--- config.mk ---
export PLATFORM = sky130hd
export DESIGN_NAME = dff_pipe
export DESIGN_NICKNAME = d
export VERILOG_FILES = /design/src/rtl/dff_pipe.sv
export SDC_FILE = /design/constraint.sdc
export NUM_CORES = 1
export LEC_CHECK = 0
export ABC_AREA = 1
export CORE_MARGIN = 2
export CORE_UTILIZATION = 35
export DETAILED_ROUTE_END_ITERATION = 12
export GPL_ROUTABILITY_DRIVEN = 0
export PLACE_DENSITY = 0.59
export SLEW_MARGIN = 10
export SYNTH_ARGS = -nofsm -noshare
export SYNTH_HDL_FRONTEND = slang
export SYNTH_SLANG_ARGS = --single-unit
--- constraint.sdc ---
create_clock -name clk -period 3.8 [get_ports clk]
set_input_delay 1.14 -clock clk [delete_from_list [all_inputs] [get_ports clk]]
set_output_delay 1.14 -clock clk [all_outputs]
set_load 0.02 [all_outputs]
--- src/rtl/dff_pipe.sv ---
// dff_pipe: DEPTH-stage register pipe with per-stage valid bits, stall, flush and an occupancy count.
// Define DFF_PIPE_ZERO_INVALID_EN to force every invalid stage to carry RST_VAL.
module dff_pipe #(
  parameter int WIDTH = 16,
  parameter int DEPTH = 3,
  parameter logic [WIDTH-1:0] RST_VAL = '0
) (
  input  logic                       clk,
  input  logic                       rst,
  input  logic [WIDTH-1:0]           d,
  input  logic                       d_valid,
  input  logic                       wen,
  input  logic                       flush,
  output logic [WIDTH-1:0]           q,
  output logic                       q_valid,
  output logic [$clog2(DEPTH+1)-1:0] count
);

  localparam int CW = $clog2(DEPTH+1);

  logic [WIDTH-1:0] data [DEPTH];
  logic [DEPTH-1:0] valid;
  logic [WIDTH-1:0] d_in;
  logic [CW-1:0]    count_next;

  always_comb begin
`ifdef DFF_PIPE_ZERO_INVALID_EN
    d_in = d_valid ? d : RST_VAL;
`else
    d_in = d;
`endif
  end

  // Modular add/subtract is exact: the true result always lies in 0..DEPTH.
  assign count_next = count + CW'(d_valid) - CW'(valid[DEPTH-1]);

  always_ff @(posedge clk) begin
    if (rst) begin
      for (int i = 0; i < DEPTH; i++) data[i] <= RST_VAL;
      valid <= '0;
      count <= '0;
    end else if (flush) begin
      valid <= '0;
      count <= '0;
`ifdef DFF_PIPE_ZERO_INVALID_EN
      for (int i = 0; i < DEPTH; i++) data[i] <= RST_VAL;
`endif
    end else if (wen) begin
      data[0]  <= d_in;
      valid[0] <= d_valid;
      for (int i = 1; i < DEPTH; i++) begin
        data[i]  <= data[i-1];
        valid[i] <= valid[i-1];
      end
      count <= count_next;
    end
  end

  assign q       = data[DEPTH-1];
  assign q_valid = valid[DEPTH-1];

endmodule

Yosys cells after proc, flatten, opt, wreduce, memory -nomap -nowiden
Memory sizes are Yosys's and may differ from the RTL's. Index checks and enable logic that the tools add are counted.

Output and inout bits: 19. Bits of input ports: 21. Memory bits (writable): 48. Memories kept: 1. Register bits after elaboration: 5.

Multiplexer cells: 9. Bitwise logic cells: 3. Reductions and logical operators: 1. Add/subtract/negate cells: 2.

Memories: data (depth 3, width 16, read ports 3, clocked after Yosys merged registers in 0, wr ports 3, RTL line 21) `logic [WIDTH-1:0] data [DEPTH];`.

Operators by type and width (number): two-way mux 16 bit (3); two-way mux 1 bit (6); OR 1 bit (3); adder 2 x 1 -> 2 bit (1); OR reduction 2 bit (1); subtractor 2 x 1 -> 2 bit (1).

Logic depth before layout (Yosys ltp)
Depth in word-level cells: 5. Depth in mapped cells: 9. Gate-level depth less buffers: 9.

Worst setup path before layout
Ideal clock, no wire load.

Path kind: in2reg. From: in wen. To: mem data[0][0], enable pin. Slack: -132 ps. Required time: 3336 ps. Stages on the path: 2. Path buffers: 0. Data arrival time: 3468 ps. Cell sequence: inv_1 > o21bai_1.

RTL lines: from (decl) (RTL line 12) `input logic wen,`; to (decl) (RTL line 21).

==> results.sh <==
export IMPL_start_util_pct=36.36
export IMPL_grt_max_degree=49
export IMPL_cp_arrival_ps=2620
export IMPL_min_period_ps=2632
export IMPL_p_leak_uw=0.001133
export IMPL_synth_seq_cells=53
export IMPL_tritoncts="built"
export IMPL_area_growth_pct=20.74
export IMPL_totalWireLength_mm=3.031
export IMPL_die_y_um=85.46
export IMPL_portBuffers=39
export IMPL_cts_sinks=53
export IMPL_post_cts_buffers=0
export IMPL_slew_headroom_pct=66.46
export IMPL_setup_ws_ps=1168
export IMPL_worst_setup_path_type="input port to flop"
export IMPL_cts_repair_resize_count=0
export IMPL_antenna_found_initial=0
export IMPL_worst_pin_slew_ps=501.8
export IMPL_clock_latency_ps=300
export IMPL_overflow=0
export IMPL_h_tree_depth=2
export IMPL_dp_slack_ps=836.8
export IMPL_peakVddDrop_mv=0.1902
export IMPL_postSynthCellCount=200
export IMPL_cp_slowest_cell="clkdlybuf4s50_1"
export IMPL_path_cells="clkdlybuf4s50_1, inv_1, o21bai_4, buf_12"
export IMPL_fin_nets=250
export IMPL_crit_fanout=34
export IMPL_core_mm2=0.006386
export IMPL_syn_nets=223
export IMPL_ys_warn_count=0
export IMPL_cts_hold_buffers=0
export IMPL_design_die_area_mm2=0.007303
export IMPL_worst_ep_required_time_ps=3790
export IMPL_dp_hpwl_mm=1.994
export IMPL_cap_violations=0
export IMPL_vias_per_cell=3.984
export IMPL_status="finished clean"
export IMPL_drt_first_pass_iters=4
export IMPL_layout_cells_most_common="inv_1"
export IMPL_final_layout_size_suffix_gt1_share_pct=14.04
export IMPL_worst_path_largest_cell_delay_ps=590
export IMPL_min_path_type="flop to flop"
export IMPL_clk_pin_slew_ps=90
export IMPL_ys_seq_area_share_pct=66.38
export IMPL_rows=29
export IMPL_avgSynthCellArea_um2=11.61
export IMPL_wl_per_cell_um=9.938
export IMPL_pin_count=40
export IMPL_num_fill_cells=635
export IMPL_fin_setup_tns_ps=0
export IMPL_ant_nets=0
export IMPL_netlist_area_mm2=0.002322
export IMPL_startpoint_type="input port"
export IMPL_die_w_um=85.46
export IMPL_first_global_vias=1232
export IMPL_setup_violations=0
export IMPL_grt_pass1_wl_mm=5.354
export IMPL_drt_initial_drc_count=83
export IMPL_grt_total_usage_pct=9.375
export IMPL_root_buffer="clkbuf_8"
export IMPL_synth_cell_type_count=17
export IMPL_drt_drc_violations_left=0
export IMPL_clk_path_buf_depth=2
export IMPL_final_cell_mix="inv_1, edfxtp_1, clkdlybuf4s50_1"
export IMPL_n_antenna_cell=0
export IMPL_drv_slew=0
export IMPL_powerDensity_mw_per_mm2=419.8
export IMPL_cts_made_buffers=5
export IMPL_period_share_pct=69.26
export IMPL_vias=1215
export IMPL_rsz0062_at_grt="no"
export IMPL_fmax_ghz=0.3800
export IMPL_end_kind="flop"
export IMPL_skew_ps=14.10
export IMPL_finalHoldViolations=0
==> area by class of cell <==
type	instances	area, um^2	area share (%)
sequential	53	1541	54.98
tap	77	96.34	3.436
multi-input combinational	73	425.4	15.17
clock buffer	6	72.57	2.588
inverter	53	198.9	7.095
timing repair buffer	41	430.4	15.35
clock inverter	2	38.79	1.383
==> state kept, by name, summed over array words and instances (netlist names) <==
name	count
data	48
valid	3
count	2
==> per-layer routing <==
layer | vias to the layer above | GRT usage (%) | part of all wire [%]
met5 | - | 0 | 0
met1 | 541 | 10.55 | 45
met2 | 31 | 15.77 | 47
met4 | 0 | 5.195 | 1.8
met3 | 2 | 2.918 | 5.5
li1 | 641 | - | -
==> cells in the mapped netlist <==
master     n  share of area, %
a21oi_1    1              0.22
nor2_2    10               2.7
nand2_2    1              0.27
o21ai_0    4              0.86
nor2_4    11               5.3
buf_6      2              0.97
nor2_1    38               6.1
inv_1     53               8.6
buf_4     16               5.2
o21bai_1   1              0.32
ha_1       2               1.1
nand4_1    1              0.27
nand2_1    4              0.65
dfxtp_1    5               4.3
edfxtp_1  48                62
buf_8      1              0.65
buf_2      2              0.43
==> through the flow <==
stage	hold WS [ps]	area, um^2	util, %	power [uW]	cells
after detailed placement	475.6	2693	42.16	816.6	297
final	492.1	2804	43.91	1177	305
after global placement	477.2	2693	42.16	812.6	297
after CTS	497.2	2804	43.91	1189	305
after floorplan	449.5	2326	-	772.7	200
after global routing	526.1	2804	43.91	1222	305
==> worst max-delay path: cells and delay by family <==
kind / cells / cell delay (ps)
AOI/OAI and AO/OA: 1 / 440
buffers and inverters: 3 / 1030
==> power breakdown <==
part           switching (uW)  total, uW  leakage [uW]  internal [uW]
Sequential               9.05        681      0.000547            672
Clock                     178        376     0.0000554            198
Combinational            65.5        119      0.000530           53.9
==> logic make-up (layout without fill, tap and decap cells) <==
logic type,after synthesis,in the layout,synth area share [%]
AOI/OAI and AO/OA,6,6,1.401
adders and majority gates,2,2,1.077
buffers and inverters,74,102,15.79
DFF,53,53,66.38
and+or+nand+nor,65,65,15.36
==> worst paths after layout <==
kind | startpoint | endpoint | slack, ps | cells after the start
max | wen | data[0][26] | 1170 | 4
min | count[0] | count[0] | 490 | 2
max reg2reg | count[0] | count[1] | 2480 | 9
min reg2reg | count[0] | count[0] | 490 | 2
No activity file was read; power rests on OpenSTA's default activity.
==> edit, RTL diff (same flow settings) <==
Add a define of `DFF_PIPE_ZERO_INVALID_EN`.
--- a/src/rtl/dff_pipe.sv
+++ b/src/rtl/dff_pipe.sv
@@ -1,4 +1,6 @@
 // dff_pipe: DEPTH-stage register pipe with per-stage valid bits, stall, flush and an occupancy count.
 // Define DFF_PIPE_ZERO_INVALID_EN to force every invalid stage to carry RST_VAL.
+`define DFF_PIPE_ZERO_INVALID_EN
+
 module dff_pipe #(
   parameter int WIDTH = 16,
Check against the original RTL: not equivalent (Yosys sat finds a counterexample within 4 cycles, from zero or initial values).
==> edit against the unedited design <==
  * Setup slack improved by 79 ps
  * Synthesized area decreased by 4.2%
  * Via count decreased by 3.0%
  * Cell area decreased by 4.8%
  * Power decreased by 6.4%
  * Wire length decreased by 12%
  * Sequential share of layout area increased by 2.8 points
  * Fmax increased by 3.1%
  * Critical path depth unchanged
  * Sequential cell count unchanged
  * Critical endpoint is now data[0][14]
  * Largest cell class unchanged
==> edit: results (changes against the unedited design) <==
* Syn nets at 220 (-1.3%)
* Port bufs at 39 (unchanged)
* CTS Root Cell: clkbuf_8
* Synth Warn # at 0 (unchanged)
* Post-synthesis cell type count at 15 (-2)
* Area contributors post-synth: edfxtp_1 (65%), inv_1 (9.3%), nor2_1 (8.8%)
* Initial antenna violation count at 0 (unchanged)
* Worst-Skew Late Latency at 300 ps (about the same)
* Synthesized instance count at 197 (-1.5%)
* Hold crit path type: flip-flop to flip-flop
* Average wire per standard cell at 8.81 µm (-11%)
* Area post-placement at 2560 µm² (-4.8%)
* Number of flops mapped to enable cells by yosys at 48 (unchanged)
* Drt pass-1 iters at 2 (-2)
* Number of global-route vias before repair at 1205 (-2.2%)
* Final instance count without filler cells at 303 (-0.66%)
* Fin Clk Skew at 5.39 ps (-8.71 ps)
* H-tree depth at 2 (unchanged)
* CTS clk-pin slew, worst paths at 90 ps (about the same)
* Clk buf depth at 2 (unchanged)
* Postcts setup bufs at 0 (unchanged)
* Share of cells above drive strength 1 at 5.31% (-8.7 points)
* Pins Over Slew Limit at 0 (unchanged)
* Resized Gates After CTS at 0 (unchanged)
* Hold path cells at 2 (unchanged)
* Biggest regs: data (48), valid (3), count (2)
* Maximum VDD drop at 147 µV (-22%)
* Crit path DAT at 2550 ps (-70 ps)
* Status: finished, final reports clean
* FF-to-FF path depth at 9 (unchanged)
* Crit-path max FO at 20 (-41%)
* Ys flop type: edfxtp_1
* Commonest cells post-synth: inv_1 (55), nor2_1 (52), edfxtp_1 (48)
* Vias per inst at 3.89 (-2.4%)
* All-Layer GR Usage at 8.81% (-0.56 points)
* Ant diodes at 0 (unchanged)
* Relative max-transition margin at 59.2% (-7.3 points)
* Post-synth ARST share at 0% (unchanged)
* Pin count of the biggest net entering global routing at 35 (-29%)
* Sequential share of the synthesized area at 69.3% (+2.9 points)
* Dpl hpwl at 1860 µm (-6.7%)
* Final nets at 248 (-0.80%)
* Initial DRC count at 56 (-33%)
* First-pass GRT wire length at 4890 µm (-8.6%)
* Lkg Pwr at 1.07 nW (-5.2%)
* Num CTS Buffers at 5 (unchanged)
-- edit: layout make-up --
| cell class | instances | area [µm²] |
|---|---|---|
| Clock buffer | 6 | 72.6 |
| Clock inverter | 2 | 33.8 |
| Timing Repair Buffer | 41 | 405 |
| Multi-Input combinational cell | 69 | 314 |
| Tap cell | 77 | 96.3 |
| Inverter | 55 | 206 |
| Fill cell | 609 | 3570 |
| Sequential cell | 53 | 1540 |
-- edit: critical path, stage by stage --
cell	delay (ps)
clkdlybuf4s50_1	620
inv_1	110
nand2_2	340
buf_4	330
-- edit: worst paths after layout --
check / slack, ps / to / startpoint
worst max register to register: 2490 / count[1] / count[0]
worst max-delay path: 1250 / data[0][14] / wen
worst min-delay path: 480 / valid[1] / valid[0]
worst min register to register: 480 / valid[1] / valid[0]
-- edit: metrics by stage --
step | power, mW | setup WS [ps]
2_1_floorplan | 0.724 | 1040
3_3_place_gp | 0.755 | 945
3_5_place_dp | 0.757 | 909
4_1_cts | 1.11 | 1230
5_1_grt | 1.15 | 1170
6_report | 1.10 | 1250
-- edit: layer usage --
layer  wire length [µm]  part of all wire [%]  track usage, %
met1               1150                    43            9.20
met2               1310                    49            15.7
met3                146                   5.5            3.26
met4                 62                   2.3            3.96
met5                  0                     0               0
-- edit: logic make-up (layout without fill, tap and decap cells) --
logic type / Yosys count / count (layout) / share of synthesized area [%]
buffers and inverters: 75 / 104 / 16.7
and+or+nand+nor: 63 / 63 / 11.9
DFF: 53 / 53 / 69.3
AOI/OAI and AO/OA: 4 / 4 / 0.956
adders and majority gates: 2 / 2 / 1.12
-- edit: report_power, final --
part	internal, mW	total, mW	switching [mW]
Sequential	0.656	0.662	0.00587
Clock	0.194	0.360	0.166
Combinational	0.0389	0.0791	0.0402
Total	0.890	1.10	0.212
